===== config.mk =====
export PLATFORM = sky130hd
export DESIGN_NAME = wb_rr_arbiter
export DESIGN_NICKNAME = d
export VERILOG_FILES = /design/src/rtl/wb_arb_pkg.sv /design/src/rtl/wb_rr_arbiter_rr_pick.sv /design/src/rtl/wb_rr_arbiter.sv
export SDC_FILE = /design/constraint.sdc
export NUM_CORES = 1
export LEC_CHECK = 0
export ABC_AREA = 1
export BUFFER_PORTS_ARGS = -buffer_cell sky130_fd_sc_hd__buf_2
export CORE_AREA = 2 2 119 121
export CTS_CLUSTER_DIAMETER = 120
export DETAILED_ROUTE_END_ITERATION = 10
export DIE_AREA = 0 0 121 123
export HOLD_SLACK_MARGIN = 0.05
export REMOVE_ABC_BUFFERS = 1
export SKIP_LAST_GASP = 1
export SYNTH_ARGS = -nofsm -noshare
export SYNTH_HDL_FRONTEND = slang
export SYNTH_SLANG_ARGS = --single-unit

===== constraint.sdc =====
create_clock -name wb_clk_i -period 1.6 [get_ports wb_clk_i]
set_input_delay 0 -clock wb_clk_i [delete_from_list [all_inputs] [get_ports wb_clk_i]]
set_output_delay 0 -clock wb_clk_i [all_outputs]
set_load 0.02 [all_outputs]

===== src/rtl/wb_arb_pkg.sv =====
// Shared types and constants for the Wishbone round-robin arbiter.
// Holds FSM encodings, cycle-type/burst-type codes and a clog2 helper.
package wb_arb_pkg;

  typedef enum logic [1:0] {
    ST_IDLE  = 2'd0,
    ST_GRANT = 2'd1,
    ST_TOUT  = 2'd2
  } arb_state_t;

  localparam logic [2:0] CTI_CLASSIC = 3'b000;
  localparam logic [2:0] CTI_INCR    = 3'b010;
  localparam logic [2:0] CTI_EOB     = 3'b111;

  localparam logic [1:0] BTE_LINEAR  = 2'b00;
  localparam logic [1:0] BTE_WRAP4   = 2'b01;

  function automatic int clog2(input int v);
    int r;
    r = 0;
    for (int i = 0; i < 31; i++) begin
      if ((1 << i) < v) r = i + 1;
    end
    return r;
  endfunction

endpackage


===== src/rtl/wb_rr_arbiter_rr_pick.sv =====
// Combinational round-robin picker: one-hot grant to the first
// requester found searching upward from ptr with wrap-around.
module rr_pick #(
  parameter int N  = 2,
  parameter int PW = 1
) (
  input  logic [N-1:0]  req,
  input  logic [PW-1:0] ptr,
  output logic [N-1:0]  gnt
);

  logic found;

  // scan offsets 0..N-1 from ptr; the first active request wins
  always_comb begin
    gnt   = '0;
    found = 1'b0;
    for (int i = 0; i < N; i++) begin
      for (int k = 0; k < N; k++) begin
        if (!found && req[k] &&
            (k == (int'(ptr) + i) % N)) begin
          gnt[k] = 1'b1;
          found  = 1'b1;
        end
      end
    end
  end

endmodule


===== src/rtl/wb_rr_arbiter.sv =====
// Round-robin Wishbone master arbiter with a bus watchdog that
// terminates hung cycles with err so a dead slave cannot lock a master.
module wb_rr_arbiter
  import wb_arb_pkg::*;
#(
  parameter int NUM_MASTERS = 2,
  parameter int TIMEOUT     = 255,
  parameter int AW          = 32,
  parameter int DW          = 32
) (
  input  logic                        wb_clk_i,
  input  logic                        wb_rst_i,
  input  logic [NUM_MASTERS-1:0]      m_cyc_i,
  input  logic [NUM_MASTERS-1:0]      m_stb_i,
  input  logic [NUM_MASTERS-1:0]      m_we_i,
  input  logic [AW*NUM_MASTERS-1:0]   m_adr_i,
  input  logic [DW*NUM_MASTERS-1:0]   m_dat_i,
  input  logic [DW/8*NUM_MASTERS-1:0] m_sel_i,
  input  logic [3*NUM_MASTERS-1:0]    m_cti_i,
  input  logic [2*NUM_MASTERS-1:0]    m_bte_i,
  output logic [DW-1:0]               m_dat_o,
  output logic [NUM_MASTERS-1:0]      m_ack_o,
  output logic [NUM_MASTERS-1:0]      m_err_o,
  output logic [NUM_MASTERS-1:0]      m_rty_o,
  output logic                        s_cyc_o,
  output logic                        s_stb_o,
  output logic                        s_we_o,
  output logic [AW-1:0]               s_adr_o,
  output logic [DW-1:0]               s_dat_o,
  output logic [DW/8-1:0]             s_sel_o,
  output logic [2:0]                  s_cti_o,
  output logic [1:0]                  s_bte_o,
  input  logic [DW-1:0]               s_dat_i,
  input  logic                        s_ack_i,
  input  logic                        s_err_i,
  input  logic                        s_rty_i,
  output logic [NUM_MASTERS-1:0]      grant_o,
  output logic                        timeout_o
);

  localparam int N  = NUM_MASTERS;
  localparam int SW = DW / 8;
  localparam int PW = (clog2(N) > 0) ? clog2(N) : 1;
  localparam int CW = (clog2(TIMEOUT + 1) > 0) ?
                      clog2(TIMEOUT + 1) : 1;

  localparam logic [CW-1:0] CNT_MAX  = CW'(TIMEOUT);
  localparam logic [CW-1:0] CNT_FIRE = CW'(TIMEOUT - 1);
  localparam logic [PW-1:0] IDX_LAST = PW'(N - 1);

  arb_state_t    state;
  logic [N-1:0]  grant;
  logic [N-1:0]  pick;
  logic [PW-1:0] ptr;
  logic [PW-1:0] gidx;
  logic [PW-1:0] ptr_nxt;
  logic [CW-1:0] wd_cnt;
  logic          g_cyc;
  logic          g_stb;
  logic          busy;
  logic          resp;
  logic          wd_inc;
  logic          wd_fire;

  rr_pick #(
    .N  (N),
    .PW (PW)
  ) u_pick (
    .req (m_cyc_i),
    .ptr (ptr),
    .gnt (pick)
  );

  // route the granted master's request onto the slave side
  always_comb begin
    g_cyc   = 1'b0;
    g_stb   = 1'b0;
    gidx    = '0;
    s_we_o  = 1'b0;
    s_adr_o = '0;
    s_dat_o = '0;
    s_sel_o = '0;
    s_cti_o = '0;
    s_bte_o = '0;
    for (int k = 0; k < N; k++) begin
      if (grant[k]) begin
        g_cyc   = m_cyc_i[k];
        g_stb   = m_stb_i[k];
        gidx    = PW'(k);
        s_we_o  = m_we_i[k];
        s_adr_o = m_adr_i[k*AW +: AW];
        s_dat_o = m_dat_i[k*DW +: DW];
        s_sel_o = m_sel_i[k*SW +: SW];
        s_cti_o = m_cti_i[k*3 +: 3];
        s_bte_o = m_bte_i[k*2 +: 2];
      end
    end
  end

  assign busy      = (state == ST_GRANT);
  assign s_cyc_o   = busy & g_cyc;
  assign s_stb_o   = busy & g_stb;
  assign resp      = s_ack_i | s_err_i | s_rty_i;
  assign wd_inc    = s_stb_o & ~resp;
  assign wd_fire   = (TIMEOUT != 0) && wd_inc &&
                     (wd_cnt == CNT_FIRE);
  assign ptr_nxt   = (gidx == IDX_LAST) ? '0 :
                     gidx + PW'(1);

  assign m_dat_o   = s_dat_i;
  assign grant_o   = grant;
  assign timeout_o = (state == ST_TOUT);
  assign m_ack_o   = busy ? (grant & {N{s_ack_i}}) : '0;
  assign m_rty_o   = busy ? (grant & {N{s_rty_i}}) : '0;
  assign m_err_o   = (state == ST_TOUT) ? grant :
                     busy ? (grant & {N{s_err_i}}) : '0;

  // arbitration FSM, round-robin pointer and watchdog counter
  always_ff @(posedge wb_clk_i) begin
    if (wb_rst_i) begin
      state  <= ST_IDLE;
      grant  <= '0;
      ptr    <= '0;
      wd_cnt <= '0;
    end else begin
      unique case (state)
        ST_IDLE: begin
          wd_cnt <= '0;
          if (|m_cyc_i) begin
            grant <= pick;
            state <= ST_GRANT;
          end
        end
        ST_GRANT: begin
          if (!g_cyc) begin
            ptr    <= ptr_nxt;
            grant  <= '0;
            state  <= ST_IDLE;
            wd_cnt <= '0;
          end else if (wd_fire) begin
            state  <= ST_TOUT;
            wd_cnt <= '0;
          end else if (wd_inc) begin
            if (wd_cnt != CNT_MAX)
              wd_cnt <= wd_cnt + CW'(1);
          end else begin
            wd_cnt <= '0;
          end
        end
        ST_TOUT: begin
          wd_cnt <= '0;
          if (!g_cyc) begin
            ptr   <= ptr_nxt;
            grant <= '0;
            state <= ST_IDLE;
          end else begin
            state <= ST_GRANT;
          end
        end
        default: begin
          state  <= ST_IDLE;
          grant  <= '0;
          wd_cnt <= '0;
        end
      endcase
    end
  end

endmodule


==> metrics.yaml, run 1 <==
pwr:
  powerDensity_nw_per_um2: 620
  clkPwrFrac: 0.219
  vdd_drop_max_mv: 0.520
  switching_share: 0.428
  switchingPower_mw: 0.927
  seq_power_share: 0.167
  intPower_mw: 1.24
  leakagePower_nw: 1.96
  pwr-share-comb: 0.614
routing:
  wire_per_inst_um: 18.1
  via_per_inst: 4.17
  routed_wl_um: 12100
  drtPass1Iterations: 4
  drc: 0
  first_iter_violations: 136
  ant_nets: 0
  vias: 2774
layout:
  nets: 681
  drive_above_1_share: 0.557
  fillers: 1490
  areaGrowthSynthToFinish_pct: 90.1
  layout.cells.non_filler: 666
synth:
  synth_seq_cells: 13
  synth_area_per_cell_um2: 7.38
  ys_async_sr_fraction: 0
  yosysWarnings: 0
  ys_seq_area_frac: 0.142
  synth_edf_count: 0
  yosys.cell_types.count: 26
  syn_area_um2: 1840
  syn_inst: 249
  yosys_most_used_dff: "dfxtp_1"
sta:
  skew_ns: 0.00129
  slew_viol_final: 0
  setup_ws_ns: 0.0698
  finalSetupTns_ns: 0
  finalSetupViolCount: 0
  post-route-period-util: 0.956
  slew_headroom: 0.778
  worstMarginPinSlew_ns: 0.331
  finalHoldViolCount: 0
  rsz0062_at_grt: "no"
  post-route-min-period_ns: 1.53
  fmax_mhz: 654
critical_path:
  start_kind: "flop"
  worstSetupPathType: "reg2out"
  crit_arrival_ns: 1.53
  cp_num_buf_inv: 4
  crit_path_top_delay_cell: "dfxtp_2"
  critPathMaxStageDelay_ns: 0.35
  worstPathRequired_ns: 1.60
  end_kind: "output port"
  critPathTopFamily: "buffers and inverters"
  worst-path-max-fanout: 20
  cp_cell_sequence: "inv_1 -> nor2_4 -> buf_12 -> clkbuf_16 -> a22o_1 -> buf_2"
floorplan:
  core_um2: 13600
  rows: 43
  io_pins: 306
  die_y_um: 123
  die_w_um: 121
  initial_utilization: 0.135
  dieArea_um2: 14900
placement:
  place_inst: 625
  place_ws_ns: 0.159
  hpwl_um: 9730
  port_buffers: 241
  gp_congestion: 0.790
global_routing:
  grt_pass1_vias: 2391
  antenna_found_initial: 5
  grt_use_total: 0.138
  grt_pass1_wl_um: 15100
  grt-ovfl-total: 0
  grt_max_degree: 49
clocking:
  clk_pin_slew_worst_paths_ns: 0.05
  clock_sinks: 13
  clk_path_buf_depth: 2
  numCtsBuffers: 3
  root_buffer: "clkbuf_16"
  h-tree-depth: 1
  cts_tree: "done"
  clock_latency_ns: 0.24
run_status:
  status: "finished, final reports clean"
min_path:
  hold_path.class: "in2reg"
job:
  maxCapViolations: 0
==> registers in the layout (all words and copies together) (netlist names) <==
name,cells
ptr,1
grant_o,2
wd_cnt,8
state,2
==> metrics by stage <==
step	util	hold slack [ns]	cell area, µm²	power [mW]
after floorplan	-	0	1500	0.984
after global placement	0.221	0.000235	3010	1.52
after detailed placement	0.221	0.000235	3010	1.51
after CTS	0.251	0.116	3420	2.14
after global routing	0.256	0.154	3490	2.28
final	0.257	0.109	3490	2.16
==> tightest hold or removal path, stage by stage <==
cell and delay, ns:
buf_2 0.11, a21oi_1 0.07, nand3_1 0.07, a21oi_1 0.05
==> worst paths after layout <==
check                  start     endpoint  slack (ns)  depth (start not counted)
setup / recovery  grant_o[0]  s_dat_o[13]        0.07                          6
hold / removal    m_cyc_i[1]   grant_o[0]        0.11                          4
setup reg to reg  grant_o[0]     state[0]        0.14                         10
hold reg to reg          ptr          ptr        0.48                          2
==> synth_stat cells (3+ instances only) <==
cell type,n,share of area
nand2_2,4,0.014
inv_2,3,0.0061
nor2_1,16,0.033
nor3_1,3,0.0082
clkbuf_1,3,0.0061
ha_1,6,0.041
dfxtp_1,13,0.14
nand3_1,8,0.022
buf_4,33,0.13
a21oi_1,12,0.033
a22o_1,74,0.35
nand2_1,24,0.049
inv_1,20,0.041
buf_2,13,0.035
xor2_1,3,0.014
==> power by group through the flow <==
| stage | Clock, mW | Sequential, mW | Combinational, mW |
|---|---|---|---|
| 2_1_floorplan | 0 | 0.395 | 0.589 |
| 3_3_place_gp | 0 | 0.366 | 1.15 |
| 3_5_place_dp | 0 | 0.367 | 1.15 |
| 4_1_cts | 0.484 | 0.361 | 1.29 |
| 5_1_grt | 0.500 | 0.364 | 1.42 |
| 6_report | 0.473 | 0.362 | 1.33 |
==> cell type report <==
cell class | count | area (µm²) | share of cell area
antenna | 1 | 2.50 | 0.000717
inverter | 23 | 86.3 | 0.0247
timing repair buffer | 282 | 1670 | 0.477
clock buffer | 4 | 78.8 | 0.0226
tap | 180 | 225 | 0.0645
multi-input combinational | 163 | 1170 | 0.335
sequential | 13 | 263 | 0.0752
==> cells in the final DEF, fill, tap and decap left out, types with 2 or more instances in the layout <==
| master | Yosys | layout |
|---|---|---|
| buf_2 | 13 | 240 |
| a22o_1 | 74 | 73 |
| dlygate4sd3_1 | 0 | 33 |
| nand2_1 | 24 | 24 |
| inv_1 | 20 | 20 |
| nor2_1 | 16 | 16 |
| a21oi_1 | 12 | 11 |
| dfxtp_1 | 13 | 11 |
| nand3_1 | 8 | 8 |
| ha_1 | 6 | 5 |
| nand2_2 | 4 | 4 |
| clkbuf_16 | 0 | 4 |
| buf_12 | 0 | 4 |
| inv_2 | 3 | 3 |
| nor3_1 | 3 | 3 |
| xor2_1 | 3 | 3 |
| buf_4 | 33 | 3 |
| nor2_4 | 2 | 2 |
| a21oi_2 | 1 | 2 |
| xnor2_1 | 2 | 2 |
| o21ai_0 | 2 | 2 |
| dfxtp_2 | 0 | 2 |
==> layer usage <==
metal	up-vias	routed length (µm)	GRT usage
li1	1334	-	-
met1	1252	5060	0.181
met2	154	5540	0.214
met3	24	1240	0.0586
met4	10	172	0.0247
met5	-	69	0
==> kinds of logic after synthesis <==
kind of cell | Yosys count | share of synthesized area
flip-flops | 13 | 0.142
buffers and inverters | 73 | 0.230
XOR/XNOR | 5 | 0.0238
adder cells (fa/ha/maj) | 6 | 0.0409
AND/OR/NAND/NOR | 61 | 0.159
AO/OA/AOI/OAI | 91 | 0.405
==> timing repair <==
item,in CTS,in global routing
gates resized for setup,0,5
setup endpoints to repair,0,4
buffers inserted,0,2
endpoints found under the hold margin,35,0
hold buffers,33,0
(Power assumes the default switching activity.)
==> run 2: changes to the inputs <==
--- a/config.mk
+++ b/config.mk
@@ -7,10 +7,10 @@
 export LEC_CHECK = 0
 export ABC_AREA = 1
 export BUFFER_PORTS_ARGS = -buffer_cell sky130_fd_sc_hd__buf_2
-export CORE_AREA = 2 2 119 121
+export CORE_AREA = 2 2 120 122
 export CTS_CLUSTER_DIAMETER = 120
 export DETAILED_ROUTE_END_ITERATION = 10
-export DIE_AREA = 0 0 121 123
+export DIE_AREA = 0 0 122 124
 export HOLD_SLACK_MARGIN = 0.05
 export REMOVE_ABC_BUFFERS = 1
 export SKIP_LAST_GASP = 1
==> constraint.sdc (replaced) <==
create_clock -name wb_clk_i -period 1.9 [get_ports wb_clk_i]
set_input_delay 0 -clock wb_clk_i [delete_from_list [all_inputs] [get_ports wb_clk_i]]
set_output_delay 0 -clock wb_clk_i [all_outputs]
set_load 0.02 [all_outputs]
==> metrics.yaml, run 2 (synthesis gave the netlist of run 1 again) <==
critical_path:
  worstSetupPathType: "reg2out"
  worstPathRequired_ns: 1.90
  timing.rr.end: "state[0]"
  cp.depth: 5
  end_kind: "output port"
  cp_num_buf_inv: 3
  worst-path-max-fanout: 74
  critPathMaxStageDelay_ns: 0.41
  start_kind: "flop"
  critPathTopFamily: "buffers and inverters"
  crit_path_top_delay_cell: "dfxtp_1"
  cp_cell_sequence: "inv_1 -> nor2_4 -> buf_12 -> a22o_1 -> buf_2"
  crit_path_start: "grant_o[0]"
  rr_startpoint: "state[1]"
  crit_arrival_ns: 1.68
  r2r_setup_slack_ns: 0.43
  reg2reg_depth: 11
floorplan:
  die_y_um: 124
  initial_utilization: 0.134
  dieArea_um2: 15100
  io_pins: 306
  rows: 43
  core_um2: 13700
  die_w_um: 122
global_routing:
  grt_max_degree: 75
  antenna_found_initial: 2
  grt_pass1_vias: 2351
  grt_pass1_wl_um: 14700
  grt_use_total: 0.133
  grt-ovfl-total: 0
clocking:
  clock_sinks: 13
  post_cts_buffers: 0
  numCtsBuffers: 3
  clk_pin_slew_worst_paths_ns: 0.05
  cts_tree: "done"
  cts.repair.resized: 0
  root_buffer: "clkbuf_16"
  h-tree-depth: 1
  clk_path_buf_depth: 2
  clock_latency_ns: 0.25
placement:
  place_inst: 623
  gp_congestion: 0.751
  place_ws_ns: 0.433
  port_buffers: 241
  hpwl_um: 9450
run_status:
  status: "finished, final reports clean"
sta:
  hold_ws_ns: 0.117
  slew_headroom: 0.621
  setup_ws_ns: 0.221
  post-route-min-period_ns: 1.68
  skew_ns: 0.00403
  rsz0062_at_grt: "no"
  finalHoldViolCount: 0
  finalSetupViolCount: 0
  fmax_mhz: 596
  post-route-period-util: 0.884
  worstMarginPinSlew_ns: 0.564
  finalSetupTns_ns: 0
  slew_viol_final: 0
routing:
  first_iter_violations: 124
  drc: 0
  vias: 2752
  ant_nets: 0
  routed_wl_um: 11600
  wire_per_inst_um: 17.5
  via_per_inst: 4.16
  drtPass1Iterations: 4
min_path:
  hold-path-cell-count: 4
  hold_path.class: "in2reg"
  hold_end: "grant_o[0]"
  hp-start: "m_cyc_i[1]"
layout:
  nets: 676
  top_register: "wd_cnt"
  largest_reg_flops: 8
  final_common_cell: "buf_2"
  final_cell_mix: "241 x buf_2, 74 x a22o_1, 33 x dlygate4sd3_1"
  layout.cells.non_filler: 661
  areaGrowthSynthToFinish_pct: 84.1
  drive_above_1_share: 0.544
pwr:
  powerDensity_nw_per_um2: 526
  vdd_drop_max_mv: 0.233
  leakagePower_nw: 1.91
job:
  maxCapViolations: 0
[run 2: what timing repair did]
item / CTS / global route
setup endpoints to repair: 0 / 0
endpoints found under the hold margin: 35 / 0
hold buffers: 33 / 0
[run 2: report_power, final]
| part | total [mW] | internal [mW] | switching (mW) | leakage, nW |
|---|---|---|---|---|
| registers | 0.303 | 0.288 | 0.0154 | 0.106 |
| clock network | 0.408 | 0.284 | 0.124 | 0.0382 |
| logic | 1.07 | 0.430 | 0.637 | 1.77 |
| total | 1.78 | 1.00 | 0.777 | 1.91 |
[run 2: worst min-delay path, stage by stage]
cell     delay, ns
buf_2         0.12
a21oi_1       0.07
nand3_1       0.07
a21oi_1       0.05
[run 2: through the flow]
step                area [µm²]  power, mW  utilization
floorplan                 1500      0.829            -
global placement          2970       1.27        0.216
detailed placement        2970       1.27        0.216
CTS                       3380       1.80        0.246
global route              3380       1.88        0.246
finish                    3380       1.78        0.246
[run 2: layout make-up]
class,count,area (µm²)
clock buffer,4,78.8
fill,1538,10300
inverter,23,86.3
tap,180,225
multi-input combinational,163,1150
timing repair buffer,277,1570
sequential,13,262
antenna,1,2.50
[run 2: how the worst max path moves through the flow]
stage | end | slack [ns]
after floorplan | state[1] | -1.22
after global placement | s_adr_o[3] | 0.42
final | s_adr_o[3] | 0.22
after CTS | s_bte_o[1] | 0.16
after detailed placement | s_bte_o[1] | 0.43
after global routing | s_bte_o[1] | 0.09
[run 2: routing by layer]
metal | GRT usage | part of all wire | up-vias
met2 | 0.210 | 0.47 | 139
met5 | 0 | 0.00061 | -
met4 | 0.0266 | 0.0097 | 2
met3 | 0.0453 | 0.10 | 9
li1 | - | - | 1324
met1 | 0.176 | 0.42 | 1278
